**src/rtl/udp_rx_parse_pkg.sv**
```systemverilog
// Shared Ethernet/IPv4/UDP definitions for the receive parser: local addressing,
// protocol constants and byte offsets into the 42-byte header.
package udp_rx_parse_pkg;

    localparam logic [47:0] FPGA_MAC        = 48'h02_12_34_56_78_9A;
    localparam logic [31:0] FPGA_IP         = 32'hC0A8_0164;
    localparam logic [15:0] UDP_LISTEN_PORT = 16'd5000;

    localparam logic [15:0] ETHERTYPE_IPV4 = 16'h0800;
    localparam logic [7:0]  IP_VER_IHL     = 8'h45;
    localparam logic [7:0]  IP_PROTO_UDP   = 8'h11;

    localparam logic [5:0] OFF_DST_MAC   = 6'd0;
    localparam logic [5:0] OFF_SRC_MAC   = 6'd6;
    localparam logic [5:0] OFF_ETHERTYPE = 6'd12;
    localparam logic [5:0] OFF_IP_VER    = 6'd14;
    localparam logic [5:0] OFF_IP_LEN    = 6'd16;
    localparam logic [5:0] OFF_IP_FLAGS  = 6'd20;
    localparam logic [5:0] OFF_IP_PROTO  = 6'd23;
    localparam logic [5:0] OFF_SRC_IP    = 6'd26;
    localparam logic [5:0] OFF_DST_IP    = 6'd30;
    localparam logic [5:0] OFF_SRC_PORT  = 6'd34;
    localparam logic [5:0] OFF_DST_PORT  = 6'd36;
    localparam logic [5:0] OFF_UDP_LEN   = 6'd38;
    localparam logic [5:0] ETH_HDR_LEN   = 6'd42;
    localparam logic [5:0] HDR_LAST      = ETH_HDR_LEN - 6'd1;

    typedef enum logic [1:0] {StIdle, StHdr, StPay, StDrop} state_e;

    // Byte i (0 = most significant) of an n-byte big-endian field held in v.
    function automatic logic [7:0] field_byte(logic [47:0] v, int unsigned n, int unsigned i);
        return v[8*(n-1-i) +: 8];
    endfunction

endpackage

```
**src/rtl/udp_rx_parse.sv**
```systemverilog
// Parses Ethernet/IPv4/UDP headers from the RX MAC byte stream, filters on local
// MAC/IP/port and forwards the UDP payload with reply addressing for the echo path.
module udp_rx_parse
    import udp_rx_parse_pkg::*;
#(
    parameter int unsigned MAX_PAYLOAD = 256
) (
    input  logic        clk50,
    input  logic        rst_n,
    input  logic [7:0]  rx_data,
    input  logic        rx_valid,
    input  logic        rx_sof,
    input  logic        rx_eof,
    input  logic        rx_err,
    output logic [7:0]  out_payload,
    output logic        out_valid,
    output logic        out_last,
    output logic        out_abort,
    output logic        send_echo,
    output logic [47:0] src_mac,
    output logic [31:0] src_ip,
    output logic [15:0] src_port,
    output logic [15:0] dst_port,
    output logic [15:0] pkt_count,
    output logic [15:0] drop_count
);

    localparam logic [15:0] MAX_UDP_LEN = 16'(MAX_PAYLOAD + 8);

    state_e      state_q, state_d;
    logic [5:0]  hdr_idx_q, hdr_idx_d;
    logic        bad_q, bad_d;
    logic        uc_mis_q, uc_mis_d;
    logic        bc_mis_q, bc_mis_d;
    logic [47:0] sh_mac_q, sh_mac_d;
    logic [31:0] sh_ip_q, sh_ip_d;
    logic [15:0] sh_sport_q, sh_sport_d;
    logic [15:0] sh_dport_q, sh_dport_d;
    logic [15:0] ip_len_q, ip_len_d;
    logic [15:0] udp_len_q, udp_len_d;
    logic [15:0] pay_rem_q, pay_rem_d;
    logic [7:0]  out_payload_q, out_payload_d;
    logic        out_valid_q, out_valid_d;
    logic        out_last_q, out_last_d;
    logic        out_abort_q, out_abort_d;
    logic        send_echo_q;
    logic [47:0] src_mac_q, src_mac_d;
    logic [31:0] src_ip_q, src_ip_d;
    logic [15:0] src_port_q, src_port_d;
    logic [15:0] dst_port_q, dst_port_d;
    logic [15:0] pkt_count_q, pkt_count_d;
    logic [15:0] drop_count_q, drop_count_d;

    logic [5:0]  idx;
    logic        byte_bad, uc_mis, bc_mis;
    logic        hdr_bad;
    logic [1:0]  drop_inc;

    // A start-of-frame byte is always header byte 0, whatever state we were in.
    assign idx = rx_sof ? OFF_DST_MAC : hdr_idx_q;

    always_comb begin
        byte_bad = 1'b0;
        uc_mis   = 1'b0;
        bc_mis   = 1'b0;
        case (idx) inside
            [OFF_DST_MAC:OFF_DST_MAC+6'd5]: begin
                uc_mis = rx_data != field_byte(FPGA_MAC, 6, 32'(idx - OFF_DST_MAC));
                bc_mis = rx_data != 8'hFF;
            end
            OFF_ETHERTYPE:        byte_bad = rx_data != ETHERTYPE_IPV4[15:8];
            OFF_ETHERTYPE + 6'd1: byte_bad = rx_data != ETHERTYPE_IPV4[7:0];
            OFF_IP_VER:           byte_bad = rx_data != IP_VER_IHL;
            OFF_IP_FLAGS:         byte_bad = (rx_data & 8'h3F) != 8'h00;
            OFF_IP_FLAGS + 6'd1:  byte_bad = rx_data != 8'h00;
            OFF_IP_PROTO:         byte_bad = rx_data != IP_PROTO_UDP;
            [OFF_DST_IP:OFF_DST_IP+6'd3]:
                byte_bad = rx_data != field_byte({16'h0, FPGA_IP}, 4, 32'(idx - OFF_DST_IP));
            OFF_DST_PORT:         byte_bad = rx_data != UDP_LISTEN_PORT[15:8];
            OFF_DST_PORT + 6'd1:  byte_bad = rx_data != UDP_LISTEN_PORT[7:0];
            default: ;
        endcase
    end

    always_comb begin
        state_d       = state_q;
        hdr_idx_d     = hdr_idx_q;
        bad_d         = bad_q;
        uc_mis_d      = uc_mis_q;
        bc_mis_d      = bc_mis_q;
        sh_mac_d      = sh_mac_q;
        sh_ip_d       = sh_ip_q;
        sh_sport_d    = sh_sport_q;
        sh_dport_d    = sh_dport_q;
        ip_len_d      = ip_len_q;
        udp_len_d     = udp_len_q;
        pay_rem_d     = pay_rem_q;
        out_payload_d = out_payload_q;
        out_valid_d   = 1'b0;
        out_last_d    = 1'b0;
        out_abort_d   = 1'b0;
        src_mac_d     = src_mac_q;
        src_ip_d      = src_ip_q;
        src_port_d    = src_port_q;
        dst_port_d    = dst_port_q;
        pkt_count_d   = pkt_count_q;
        hdr_bad       = 1'b0;
        drop_inc      = 2'd0;

        if (rx_valid) begin
            if (rx_sof && state_q == StPay) begin
                out_abort_d = 1'b1;
                drop_inc    = drop_inc + 2'd1;
            end

            if (rx_sof || state_q == StHdr) begin
                bad_d     = (rx_sof ? 1'b0 : bad_q) | byte_bad;
                uc_mis_d  = (rx_sof ? 1'b0 : uc_mis_q) | uc_mis;
                bc_mis_d  = (rx_sof ? 1'b0 : bc_mis_q) | bc_mis;
                hdr_idx_d = idx + 6'd1;
                state_d   = StHdr;

                case (idx) inside
                    [OFF_SRC_MAC:OFF_SRC_MAC+6'd5]:   sh_mac_d   = {sh_mac_q[39:0], rx_data};
                    [OFF_IP_LEN:OFF_IP_LEN+6'd1]:     ip_len_d   = {ip_len_q[7:0], rx_data};
                    [OFF_SRC_IP:OFF_SRC_IP+6'd3]:     sh_ip_d    = {sh_ip_q[23:0], rx_data};
                    [OFF_SRC_PORT:OFF_SRC_PORT+6'd1]: sh_sport_d = {sh_sport_q[7:0], rx_data};
                    [OFF_DST_PORT:OFF_DST_PORT+6'd1]: sh_dport_d = {sh_dport_q[7:0], rx_data};
                    [OFF_UDP_LEN:OFF_UDP_LEN+6'd1]:   udp_len_d  = {udp_len_q[7:0], rx_data};
                    default: ;
                endcase

                hdr_bad = bad_d || (uc_mis_d && bc_mis_d) || udp_len_q < 16'd9 ||
                          udp_len_q > MAX_UDP_LEN || ip_len_q != udp_len_q + 16'd20;

                if (rx_eof) begin
                    drop_inc = drop_inc + 2'd1;
                    state_d  = StIdle;
                end else if (idx == HDR_LAST) begin
                    if (hdr_bad) begin
                        drop_inc = drop_inc + 2'd1;
                        state_d  = StDrop;
                    end else begin
                        src_mac_d  = sh_mac_q;
                        src_ip_d   = sh_ip_q;
                        src_port_d = sh_sport_q;
                        dst_port_d = sh_dport_q;
                        pay_rem_d  = udp_len_q - 16'd8;
                        state_d    = StPay;
                    end
                end
            end else begin
                case (state_q)
                    StPay: begin
                        if (rx_err || (rx_eof && pay_rem_q != 16'd1)) begin
                            out_abort_d = 1'b1;
                            drop_inc    = 2'd1;
                            state_d     = StIdle;
                        end else begin
                            out_payload_d = rx_data;
                            out_valid_d   = 1'b1;
                            pay_rem_d     = pay_rem_q - 16'd1;
                            if (pay_rem_q == 16'd1) begin
                                out_last_d  = 1'b1;
                                pkt_count_d = pkt_count_q + 16'd1;
                                state_d     = rx_eof ? StIdle : StDrop;
                            end
                        end
                    end
                    StDrop: if (rx_eof) state_d = StIdle;
                    default: ;
                endcase
            end
        end

        drop_count_d = drop_count_q + {14'd0, drop_inc};
    end

    always_ff @(posedge clk50 or negedge rst_n) begin
        if (!rst_n) begin
            state_q       <= StIdle;
            hdr_idx_q     <= '0;
            bad_q         <= 1'b0;
            uc_mis_q      <= 1'b0;
            bc_mis_q      <= 1'b0;
            sh_mac_q      <= '0;
            sh_ip_q       <= '0;
            sh_sport_q    <= '0;
            sh_dport_q    <= '0;
            ip_len_q      <= '0;
            udp_len_q     <= '0;
            pay_rem_q     <= '0;
            out_payload_q <= '0;
            out_valid_q   <= 1'b0;
            out_last_q    <= 1'b0;
            out_abort_q   <= 1'b0;
            send_echo_q   <= 1'b0;
            src_mac_q     <= '0;
            src_ip_q      <= '0;
            src_port_q    <= '0;
            dst_port_q    <= '0;
            pkt_count_q   <= '0;
            drop_count_q  <= '0;
        end else begin
            state_q       <= state_d;
            hdr_idx_q     <= hdr_idx_d;
            bad_q         <= bad_d;
            uc_mis_q      <= uc_mis_d;
            bc_mis_q      <= bc_mis_d;
            sh_mac_q      <= sh_mac_d;
            sh_ip_q       <= sh_ip_d;
            sh_sport_q    <= sh_sport_d;
            sh_dport_q    <= sh_dport_d;
            ip_len_q      <= ip_len_d;
            udp_len_q     <= udp_len_d;
            pay_rem_q     <= pay_rem_d;
            out_payload_q <= out_payload_d;
            out_valid_q   <= out_valid_d;
            out_last_q    <= out_last_d;
            out_abort_q   <= out_abort_d;
            send_echo_q   <= out_last_q;
            src_mac_q     <= src_mac_d;
            src_ip_q      <= src_ip_d;
            src_port_q    <= src_port_d;
            dst_port_q    <= dst_port_d;
            pkt_count_q   <= pkt_count_d;
            drop_count_q  <= drop_count_d;
        end
    end

    assign out_payload = out_payload_q;
    assign out_valid   = out_valid_q;
    assign out_last    = out_last_q;
    assign out_abort   = out_abort_q;
    assign send_echo   = send_echo_q;
    assign src_mac     = src_mac_q;
    assign src_ip      = src_ip_q;
    assign src_port    = src_port_q;
    assign dst_port    = dst_port_q;
    assign pkt_count   = pkt_count_q;
    assign drop_count  = drop_count_q;

endmodule

```
**config.mk**
```make
export PLATFORM = sky130hd
export DESIGN_NAME = udp_rx_parse
export DESIGN_NICKNAME = d
export VERILOG_FILES = /design/src/rtl/udp_rx_parse_pkg.sv /design/src/rtl/udp_rx_parse.sv
export SDC_FILE = /design/constraint.sdc
export NUM_CORES = 1
export LEC_CHECK = 0
export CAP_MARGIN = 30
export CELL_PAD_IN_SITES_DETAIL_PLACEMENT = 0
export CELL_PAD_IN_SITES_GLOBAL_PLACEMENT = 1
export CORE_MARGIN = 4
export CORE_UTILIZATION = 50
export CTS_CLUSTER_SIZE = 25
export DETAILED_ROUTE_END_ITERATION = 10
export PLACE_DENSITY = 0.89
export SLEW_MARGIN = 20
export SYNTH_ARGS = -nofsm -noshare
export SYNTH_HDL_FRONTEND = slang
export SYNTH_SLANG_ARGS = --single-unit
```
**constraint.sdc**
```tcl
create_clock -name clk50 -period 11.2 [get_ports clk50]
set_input_delay 2.24 -clock clk50 [delete_from_list [all_inputs] [get_ports clk50]]
set_output_delay 2.24 -clock clk50 [all_outputs]
set_load 0.02 [all_outputs]
```
Word-level counts from Yosys, hierarchy flattened
Index checks and enable logic that the tools add are counted.
W data, S select, Z words.
{"block": "totals", "register_bits": 327, "input_bits": 14, "output_inout_bits": 156, "elab_cells": 181}
{"block": "classes", "n_addsub": 10, "magnitude_cmp": 18, "n_eq_ne": 29, "n_shift": 2, "mux": 54, "n_bitwise": 12, "reduce_logical": 33}
{"op": "$mux W16", "count": 6}
{"op": "$shiftx A48 B33 Y8 const A", "count": 2}
{"op": "$mux W1", "count": 31}
{"op": "$mux W2", "count": 15}
{"op": "$le A6 B6 Y1 const B", "count": 4}
{"op": "$eq A6 B4 Y1 const B", "count": 3}
{"op": "$eq A6 B5 Y1 const B", "count": 3}
{"op": "$eq A6 B6 Y1 const B", "count": 3}
{"op": "$ge A6 B5 Y1 const B", "count": 3}
{"op": "$ge A6 B6 Y1 const B", "count": 3}
{"op": "$add A16 B1 Y16 const B", "count": 1}
{"op": "$add A16 B2 Y16", "count": 1}
{"op": "$add A16 B5 Y16 const B", "count": 1}
{"op": "$eq A16 B1 Y1 const B", "count": 1}
{"op": "$gt A16 B9 Y1 const B", "count": 1}
{"op": "$lt A16 B4 Y1 const B", "count": 1}
{"op": "$ne A16 B1 Y1 const B", "count": 1}
{"op": "$ne A16 B16 Y1", "count": 1}
{"op": "$ne A8 B5 Y1 const B", "count": 2}
{"op": "$ne A8 B8 Y1", "count": 2}
{"op": "$ne A8 B8 Y1 const B", "count": 2}
{"op": "$reduce_bool A8 Y1", "count": 2}
{"op": "$sub A16 B1 Y16 const B", "count": 1}
{"op": "$sub A16 B4 Y16 const B", "count": 1}
{"op": "33 further kinds", "count": 67}

Longest topological paths before layout
Gate-level depths: netlist of run 1.
{"block": "logic_depth", "depth_word": 24, "depth_mapped": 27, "ltp_nobuf": 25}

Worst setup path after synthesis of run 1
OpenSTA, ideal clock, no wires.
{"block": "synth_timing", "path_kind": "in2reg", "from": "in rx_sof", "to": "reg drop_count_q[12], in the netlist drop_count[12]", "setup_time_ps": 129, "arrival_time_ps": 7043, "slack_ps": 4028, "cell_stages": 27, "path_buffers": 2, "cell_sequence": "buf_6 > clkinv_1 > nand2_1 > inv_1 > ha_1 > buf_2 > xnor2_1 > ha_1 > nor3b_2 > mux2i_1 > a2111oi_2 > o2111ai_1 > or3_4 > a211oi_1 > inv_1 > ha_1 > a21oi_1 > nor3_1 > a21oi_1 > nor3_1 > ha_1 > inv_1 > fa_1 > nand3b_1 > nor2_1 > nand4_1 > xnor2_1"}
{"block": "synth_between", "elab_chain_cells": 24, "word_cells_on_any_way": 59}
{"item": "start, declared", "line_no": "udp_rx_parse.sv:12", "text": "input logic rx_sof,"}
{"item": "$mux W6", "line_no": "udp_rx_parse.sv:60", "text": "assign idx = rx_sof ? OFF_DST_MAC : hdr_idx_q;"}
{"item": "$sub A6 B5 Y7", "line_no": "udp_rx_parse.sv:78", "text": "byte_bad = rx_data != field_byte({16'h0, FPGA_IP}, 4, 32'(idx - OFF_DST_IP));"}
{"item": "$sub A3 B7 Y8", "line_no": "udp_rx_parse_pkg.sv:32", "text": "return v[8*(n-1-i) +: 8];"}
{"item": "$shiftx A48 B33 Y8", "line_no": "udp_rx_parse_pkg.sv:32"}
{"item": "$ne A8 B8 Y1", "line_no": "udp_rx_parse.sv:78"}
{"item": "$mux W1 (8 in series)", "line_no": "udp_rx_parse.sv:66", "text": "case (idx) inside"}
{"item": "$or A1 B1 Y1", "line_no": "udp_rx_parse.sv:117", "text": "bad_d = (rx_sof ? 1'b0 : bad_q) | byte_bad;"}
{"item": "$logic_or A1 B1 Y1 (3 in series)", "line_no": "udp_rx_parse.sv:133", "text": "hdr_bad = bad_d || (uc_mis_d && bc_mis_d) || udp_len_q < 16'd9 ||"}
{"item": "$logic_or A1 B1 Y1", "line_no": "udp_rx_parse.sv:134", "text": "udp_len_q > MAX_UDP_LEN || ip_len_q != udp_len_q + 16'd20;"}
{"item": "$mux W2", "line_no": "udp_rx_parse.sv:140", "text": "if (hdr_bad) begin"}
{"item": "$mux W2", "line_no": "udp_rx_parse.sv:139", "text": "end else if (idx == HDR_LAST) begin"}
{"item": "$mux W2", "line_no": "udp_rx_parse.sv:136", "text": "if (rx_eof) begin"}
{"item": "$mux W2 *", "line_no": "udp_rx_parse.sv:116", "text": "if (rx_sof || state_q == StHdr) begin"}
{"item": "$mux W2 *", "line_no": "udp_rx_parse.sv:110", "text": "if (rx_valid) begin"}
{"item": "$add A16 B2 Y16 *", "line_no": "udp_rx_parse.sv:176", "text": "drop_count_d = drop_count_q + {14'd0, drop_inc};"}
{"item": "net drop_count_d[12]", "line_no": "udp_rx_parse.sv:52", "text": "logic [15:0] drop_count_q, drop_count_d;"}
{"item": "end signal, assigned", "line_no": "udp_rx_parse.sv:227", "text": "drop_count_q <= drop_count_d;"}
{"item": "end, declared", "line_no": "udp_rx_parse.sv:52"}
The timed path passes the listed nets; every way through them passes the cells marked *. The select of a mux whose other input is x is not followed.
A chain may end at the register's enable or synchronous reset.

Final worst setup path of run 1
Same ends and word-level chain as after synthesis.

==> results of run 1 <==
## stage by stage
stage / cell area, um2 / util [%] / worst slack, ns / cells / hold WS (ns)
finish: 18300 / 61.4 / 2.80 / 1787 / 0.454
global route: 18300 / 61.4 / 2.28 / 1787 / 0.466
CTS: 18300 / 61.3 / 2.85 / 1786 / 0.465
detailed placement: 17200 / 57.5 / 2.33 / 1725 / 0.454
global placement: 17200 / 57.5 / 2.51 / 1724 / 0.435
floorplan: 15200 / - / 4.03 / 1220 / 0.450
## worst max-delay path by stage
stage | to | slack (ns) | cells past startpoint | from
2_1_floorplan | drop_count[12]$_DFF_PN0_ | 4.03 | 27 | rx_sof
3_3_place_gp | drop_count[12]$_DFF_PN0_ | 2.51 | 26 | rx_sof
3_5_place_dp | drop_count[12]$_DFF_PN0_ | 2.33 | 26 | rx_sof
4_1_cts | drop_count[12]$_DFF_PN0_ | 2.85 | 26 | rx_sof
5_1_grt | drop_count[12]$_DFF_PN0_ | 2.28 | 26 | rx_sof
6_report | drop_count[12]$_DFF_PN0_ | 2.80 | 26 | rx_sof
## registers in the layout, indices dropped and copies added (netlist names), 32 cells and up
| register | count |
|---|---|
| sh_mac_q | 48 |
| src_mac | 48 |
| sh_ip_q | 32 |
| src_ip | 32 |
## layout by cell type, fill, tap and decap left out, types with 6 or more instances in the layout
cell	count
xnor2_1	41
and3_1	19
nor2b_1	9
a21oi_1	38
ha_1	20
mux2_2	222
nand4_1	14
a31oi_1	12
nand2_1	81
nor2_1	57
buf_4	15
nor3_1	22
clkbuf_8	8
clkdlybuf4s50_1	168
inv_1	29
clkbuf_16	36
clkbuf_1	7
xor2_1	20
nand2b_1	8
mux2_4	38
nor3b_1	7
nand3_1	24
o21ai_0	24
o211ai_1	9
a211oi_1	6
nor4_1	8
dfrtp_1	327
mux2i_1	6
## critical path, stage by stage
cell and delay (ns):
clkdlybuf4s50_1 0.46, buf_4 0.27, nand2b_1 0.49, inv_1 0.26
ha_1 0.43, xnor2_1 0.20, ha_1 0.32, nor3b_2 0.20
mux2i_1 0.10, a2111oi_2 0.35, o2111ai_1 0.21, or3_4 0.38
a211oi_1 0.36, inv_1 0.09, ha_1 0.29, a21oi_1 0.07
nor3_1 0.19, a21oi_1 0.07, nor3_1 0.33, ha_1 0.24
inv_1 0.05, fa_1 0.38, nand3b_1 0.26, nor2_1 0.23
nand4_1 0.15, xnor2_1 0.15
## metal layers
metal | global-route usage [%] | wire [um] | share of wire, % | vias up
met5 | 0 | 0 | 0 | -
met4 | 5.10 | 558 | 1.6 | 0
met1 | 30.9 | 15700 | 44 | 5170
li1 | - | - | - | 4650
met3 | 5.02 | 2680 | 7.5 | 48
met2 | 33.8 | 16900 | 47 | 323
## where the power goes
part	internal [mW]	switching [mW]	total, mW
sequential	1.26	0.100	1.36
clock	0.669	0.466	1.14
combinational	0.183	0.218	0.401
total	2.11	0.784	2.90
## kinds of logic after synthesis
family	Yosys count
muxes	267
buffers and inverters	101
AOI/OAI and AO/OA	147
adders and majority gates	21
and+or+nand+nor	296
DFF	327
xor gates and xnor gates	61
## area by class of cell
type | count | area [um2] | area share [%]
Clock buffer | 51 | 1040 | 5.65
Clock inverter | 10 | 100 | 0.546
Inverter | 30 | 113 | 0.614
Multi-Input combinational cell | 792 | 6560 | 35.7
Sequential cell | 327 | 8180 | 44.6
Tap cell | 390 | 488 | 2.66
Timing Repair Buffer | 187 | 1870 | 10.2
==> results.cfg, run 1 <==
[worst_hold_path]
hold_end = send_echo$_DFF_PN0_
hold_path_depth = 0
hold_class = register to register
hp-start = out_last$_DFF_PN0_

[clock_tree]
numCtsBuffers = 35
cts_setup_buffers = 0
postCtsHoldBufs = 0
post_cts_resized = 0
root_buffer = clkbuf_16
clkLatencyLatePin_ns = 0.51
htree_levels = 2
cts_tree = built
cts_sinks = 327
clkSlewWorstSetupHoldPaths_ns = 0.06
clockBufferDepth = 3

[sta]
rsz0062_at_grt = false
period_minus_slack_ns = 8.40
setup_viol = 0
slew_viol_final = 0
setup_tns_ns = 0
fmax_mhz = 119
skew_ns = 0.0137
max_slew.worst_pin.slew_ns = 0.980
fin_crit_sh_pct = 75.0
relSlewSlack_pct = 34.5
finalHoldViolations = 0

[detailed_routing]
ant_nets = 0
dr.pass1.iters = 6
avgRoutedWirePerCell_um = 20.0
finalWirelength_mm = 35.8
via_per_inst = 5.70
first_iter_violations = 782
drc = 0
vias = 10200

[yosys]
muxShareOfSynthArea_pct = 20.6
post-synth-top-count-cell = dfrtp_1
synth-simple-area-share_pct = 10.3
yosysTopAreaCell = dfrtp_1
yosys-top-cells-count = dfrtp_1, mux2_2, nand2_1
synth_area_leaders = dfrtp_1, mux2_2, mux2_4, xnor2_1, nand2_1
yosysUniqueCellTypes = 83
ys_ff_latch = 327
syn_area_um2 = 15200
synth_compound_area_share_pct = 6.70
syn_inst = 1220
synth_edf_count = 0
synth_xor_area_share_pct = 3.50
synth_ff_type = dfrtp_1
yosys_warnings = 0
ys_seq_area_share_pct = 53.7
avgSynthCellArea_um2 = 12.5
synth_top_area_share_pct = 53.7
synthAdderAreaFrac_pct = 1.77
synth_top_family_by_area = multiplexers
syn_nets = 1255
async_flop_share_pct = 100

[cells_and_area]
fill_cells = 2321
n_antenna_cell = 0
area_growth_pct = 20.3
drive_gt1_share_pct = 25.5
final_net_count = 1408

[die]
pin_count = 170
core_um2 = 29900
dieArea_um2 = 33400
start_util_pct = 51.0
die_h_um = 183
num_rows = 63
fp.dieW_um = 183

[run_status]
status = complete, no violations

[critical_path]
timing.rr.end = drop_count[12]$_DFF_PN0_
reg2reg_depth = 24
reg2reg_slack_ns = 4.62
worstPathArrival_ns = 8.79
crit_fanout = 26
required_ns = 11.59
rr_startpoint = hdr_idx_q[1]$_DFFE_PN0P_
start_kind = input port
worstSetupPathType = input port to register
crit_path_end_kind = register

[pwr]
peakVddDrop_mv = 0.109
power_mw = 2.90
p_leak_nw = 8.53
power.density_nw_per_um2 = 158

[global_route]
antenna_found_initial = 0
grt_usage_pct = 21.6
grt.overflow.total = 0
grt_max_degree = 151
grt_pass1_vias = 10600
grt_pass1_wl_mm = 58.5

[placement]
gp_congestion = 0.870
dp_hpwl_mm = 23.4
place.port_buffers = 169

[run]
maxCapViolations = 0
(Power assumes the default switching activity.)
==> run 2: changes to the inputs <==
--- a/config.mk
+++ b/config.mk
@@ -9,10 +9,10 @@
 export CELL_PAD_IN_SITES_DETAIL_PLACEMENT = 0
 export CELL_PAD_IN_SITES_GLOBAL_PLACEMENT = 1
 export CORE_MARGIN = 4
-export CORE_UTILIZATION = 50
+export CORE_UTILIZATION = 42
 export CTS_CLUSTER_SIZE = 25
 export DETAILED_ROUTE_END_ITERATION = 10
-export PLACE_DENSITY = 0.89
+export PLACE_DENSITY = 0.8
 export SLEW_MARGIN = 20
 export SYNTH_ARGS = -nofsm -noshare
 export SYNTH_HDL_FRONTEND = slang
==> constraint.sdc (replaced) <==
create_clock -name clk50 -period 6.9 [get_ports clk50]
set_input_delay 1.38 -clock clk50 [delete_from_list [all_inputs] [get_ports clk50]]
set_output_delay 1.38 -clock clk50 [all_outputs]
set_load 0.02 [all_outputs]
==> run 2 against run 1 <==
Critical endpoint unchanged. Global-route usage shrank 3.2 points. First-iteration DRC count shrank 26%. Die area grew 18%. Highest routed layer unchanged. Combinational power grew 71%. Cell area grew 2.5%. Via count grew 0.36%. Critical path type unchanged. Sequential power grew 62%.
==> results.cfg, run 2 (synthesis gave the netlist of run 1 again) <==
[run_status]
status = complete, no violations

[clock_tree]
postCtsHoldBufs = 0
cts_tree = built
clkLatencyLatePin_ns = 0.54
post_cts_resized = 0
cts_setup_buffers = 0
cts_sinks = 327
clkSlewWorstSetupHoldPaths_ns = 0.06
root_buffer = clkbuf_16
clockBufferDepth = 3
htree_levels = 2
numCtsBuffers = 37

[sta]
slew_viol_final = 0
rsz0062_at_grt = false
setup_viol = 0
finalHoldViolations = 0
setup_ws_ns = 0.480
fmax_mhz = 156
period_minus_slack_ns = 6.42
max_slew.worst_pin.slew_ns = 0.977
relSlewSlack_pct = 34.9
skew_ns = 0.0225
fin_crit_sh_pct = 93.0

[die]
dieArea_um2 = 39400
start_util_pct = 42.8
core_um2 = 35700
fp.dieW_um = 199
die_h_um = 199
num_rows = 69
pin_count = 170

[placement]
gp_congestion = 0.917
dp_hpwl_mm = 24.8
placed_cells = 1818
place.port_buffers = 169
dp_slack_ns = -0.00689

[pwr]
clock_power_share_pct = 41.6
peakVddDrop_mv = 0.189
p_leak_nw = 8.74
power.internal_mw = 3.65
swShare_pct = 26.4
power.density_nw_per_um2 = 263
power_switching_mw = 1.31
seqPwrFrac_pct = 44.5
combPwrFrac_pct = 13.9

[global_route]
antenna_found_initial = 0
grt_max_degree = 176
grt_usage_pct = 18.4
grt.overflow.total = 0
grt_pass1_vias = 10500
grt_pass1_wl_mm = 58.3

[cells_and_area]
area_growth_pct = 23.3
final_net_count = 1433
mostFrequentLayoutCell = dfrtp_1
drive_gt1_share_pct = 27.2
stdcell_count = 1888
layout_common_cells = dfrtp_1, mux2_2, clkdlybuf4s50_1, nand2_1, nor2_1
fin_util_pct = 52.7
n_antenna_cell = 0

[critical_path]
reg2reg_slack_ns = 1.21
required_ns = 7.31
reg2reg_depth = 24
crit_fanout = 4
rr_startpoint = hdr_idx_q[1]$_DFFE_PN0P_
cp-startpoint = rx_sof
start_kind = input port
cp-endpoint = drop_count[12]$_DFF_PN0_
crit_path_end_kind = register
worstPathArrival_ns = 6.83
worstSetupPathType = input port to register
timing.rr.end = drop_count[12]$_DFF_PN0_

[detailed_routing]
via_per_inst = 5.42
avgRoutedWirePerCell_um = 19.3
dr.pass1.iters = 5
vias = 10200
ant_nets = 0
first_iter_violations = 580
drc = 0
finalWirelength_mm = 36.5

[run]
maxCapViolations = 0

[worst_hold_path]
hold_class = register to register
[run 2: critical path: stages]
cell and delay (ns):
clkdlybuf4s50_1 0.53, nand2b_1 0.17, inv_1 0.08, ha_1 0.22, xnor2_1 0.13, ha_1 0.31
nor3b_2 0.23, mux2i_1 0.12, a2111oi_2 0.36, o2111ai_1 0.19, or3_4 0.36, a211oi_1 0.24
buf_4 0.17, inv_1 0.04, ha_1 0.26, a21oi_1 0.07, nor3_1 0.18, a21oi_1 0.06
nor3_1 0.33, ha_1 0.25, inv_1 0.06, fa_1 0.39, nand3b_1 0.19, nor2_1 0.23
nand4_1 0.15, xnor2_1 0.14
[run 2: layer usage]
metal | wire length [um] | GRT usage (%) | part of all wire, % | vias to the layer above
li1 | - | - | - | 4709
met1 | 16200 | 25.1 | 44 | 5155
met2 | 17100 | 29.5 | 47 | 300
met3 | 2210 | 4.39 | 6.1 | 64
met4 | 964 | 5.55 | 2.6 | 0
met5 | 0 | 0 | 0 | -
[run 2: how the worst min path moves through the flow]
stage | cells after the start | startpoint | endpoint
floorplan | 2 | bad_q$_DFFE_PN0P_ | bad_q$_DFFE_PN0P_
global placement | 0 | out_last$_DFF_PN0_ | send_echo$_DFF_PN0_
detailed placement | 0 | out_last$_DFF_PN0_ | send_echo$_DFF_PN0_
CTS | 0 | out_last$_DFF_PN0_ | send_echo$_DFF_PN0_
global route | 0 | out_last$_DFF_PN0_ | send_echo$_DFF_PN0_
finish | 0 | out_last$_DFF_PN0_ | send_echo$_DFF_PN0_
[run 2: stage by stage]
step                power, mW  hold slack (ns)  area, um2  TNS [ns]
global placement         2.90            0.417      17400         0
floorplan                2.65            0.450      15200         0
detailed placement       2.92            0.421      17400  -0.00689
CTS                      5.00            0.432      18800         0
finish                   4.95            0.425      18800         0
global route             5.17            0.457      18800         0
[run 2: cell type report]
cell class                 count  area (um2)
clock inverter                11         146
multi-input combinational    792        6560
clock buffer                  57        1160
timing repair buffer         210        2060
tap                          461         577
inverter                      30         113
fill                        3064       16900
sequential                   327        8180
[run 2: power groups by stage]
stage | combinational (mW) | sequential (mW) | clock, mW
global route | 0.753 | 2.22 | 2.20
CTS | 0.688 | 2.20 | 2.12
floorplan | 0.464 | 2.19 | 0
detailed placement | 0.683 | 2.23 | 0
global placement | 0.671 | 2.23 | 0
finish | 0.687 | 2.20 | 2.06
==> run 3: changes to the inputs <==
--- a/config.mk
+++ b/config.mk
@@ -5,7 +5,7 @@
 export SDC_FILE = /design/constraint.sdc
 export NUM_CORES = 1
 export LEC_CHECK = 0
-export CAP_MARGIN = 30
+export CAP_MARGIN = 20
 export CELL_PAD_IN_SITES_DETAIL_PLACEMENT = 0
 export CELL_PAD_IN_SITES_GLOBAL_PLACEMENT = 1
 export CORE_MARGIN = 4
==> run 3 against run 2 <==
Utilization down 0.12 points. Combinational power about the same. Register-to-register slack about the same. Die area did not move. Hold slack is essentially flat. Maximum frequency barely moved. Sequential cell count did not move. Clock-buffer cell count stayed put. Critical endpoint unchanged.
==> results.cfg, run 3 (synthesis gave the netlist of run 1 again) <==
[run_status]
status = complete, no violations

[clock_tree]
root_buffer = clkbuf_16
numCtsBuffers = 37
cts_sinks = 327
clkLatencyLatePin_ns = 0.54
postCtsHoldBufs = 0
cts_setup_buffers = 0
clkSlewWorstSetupHoldPaths_ns = 0.06
htree_levels = 2
clockBufferDepth = 3
post_cts_resized = 0
cts_tree = built

[placement]
place.port_buffers = 169
dp_hpwl_mm = 24.8
gp_congestion = 0.917

[sta]
setup_tns_ns = 0
fin_crit_sh_pct = 93.0
skew_ns = 0.0225
rsz0062_at_grt = false
period_minus_slack_ns = 6.42
finalHoldViolations = 0
relSlewSlack_pct = 32.5
setup_viol = 0
fmax_mhz = 156
slew_viol_final = 0
max_slew.worst_pin.slew_ns = 1.01

[die]
num_rows = 69
pin_count = 170
die_h_um = 199
fp.dieW_um = 199
start_util_pct = 42.8
core_um2 = 35700
dieArea_um2 = 39400

[global_route]
grt_usage_pct = 18.4
grt.overflow.total = 0
grt_pass1_wl_mm = 58.3
grt_pass1_vias = 10500
antenna_found_initial = 0
grt_max_degree = 176

[cells_and_area]
layout_common_cells = dfrtp_1, mux2_2, clkdlybuf4s50_1, nand2_1, nor2_1
fill_cells = 3068
area_growth_pct = 23.0
final_net_count = 1431
mostFrequentLayoutCell = dfrtp_1
n_antenna_cell = 0
fin_util_pct = 52.6
drive_gt1_share_pct = 27.1

[detailed_routing]
first_iter_violations = 553
dr.pass1.iters = 4
ant_nets = 0
avgRoutedWirePerCell_um = 19.4
finalWirelength_mm = 36.6
vias = 10200
drc = 0
via_per_inst = 5.42

[critical_path]
max_stage_delay_ns = 0.53
crit_fanout = 4
crit_buf_inv = 5
crit_path_end_kind = register
required_ns = 7.31
worstSetupPathType = input port to register
critical_path.top_delay_family = simple AND/OR/NAND/NOR gates
path_common_cell = ha_1
worstPathArrival_ns = 6.82
slowest_stage = clkdlybuf4s50_1
start_kind = input port

[pwr]
p_leak_nw = 8.72
power.density_nw_per_um2 = 264
peakVddDrop_mv = 0.189

[worst_hold_path]
hold_class = register to register

[run]
maxCapViolations = 0
## run 3: metal layers
metal | wire length (um) | global-route usage (%) | vias up
li1 | - | - | 4702
met5 | 0 | 0 | -
met4 | 944 | 5.55 | 0
met3 | 2130 | 4.39 | 62
met1 | 16400 | 25.1 | 5181
met2 | 17100 | 29.5 | 273
## run 3: final timing paths
check	start	to	slack [ns]	cells past startpoint
worst max-delay path	rx_sof	drop_count[12]$_DFF_PN0_	0.48	26
worst min-delay path	out_last$_DFF_PN0_	send_echo$_DFF_PN0_	0.43	0
worst max register to register	hdr_idx_q[1]$_DFFE_PN0P_	drop_count[12]$_DFF_PN0_	1.21	24
min in group asynchronous	rst_n	pkt_count[7]$_DFFE_PN0P_	0.83	1
max in group asynchronous	rst_n	sh_ip_q[24]$_DFFE_PN0P_	4.67	2
worst min register to register	out_last$_DFF_PN0_	send_echo$_DFF_PN0_	0.43	0
## run 3: layout make-up
cell class,instances,area (um2),area share [%]
inverters,30,113,0.600
well taps,461,577,3.07
clock inverters,11,146,0.780
flip-flops and latches,327,8180,43.6
repair buffers,208,2010,10.7
multi-input cells,792,6560,35.0
clock buffers,57,1160,6.20
## run 3: power breakdown
group	total, mW	leakage, nW	internal [mW]	switching, mW
clock network	2.07	0.642	1.28	0.787
registers	2.20	4.46	2.05	0.154
logic	0.686	3.61	0.317	0.369
## run 3: metrics by stage
step | setup WS (ns) | instance area [um2] | power, mW | hold slack (ns) | cells
floorplan | 0.588 | 15200 | 2.65 | 0.450 | 1220
CTS | 0.490 | 18800 | 5.00 | 0.432 | 1886
global route | 0.266 | 18800 | 5.17 | 0.457 | 1886
global placement | 0.0735 | 17400 | 2.90 | 0.417 | 1818
detailed placement | -0.00689 | 17400 | 2.92 | 0.421 | 1818
finish | 0.483 | 18800 | 4.95 | 0.425 | 1886
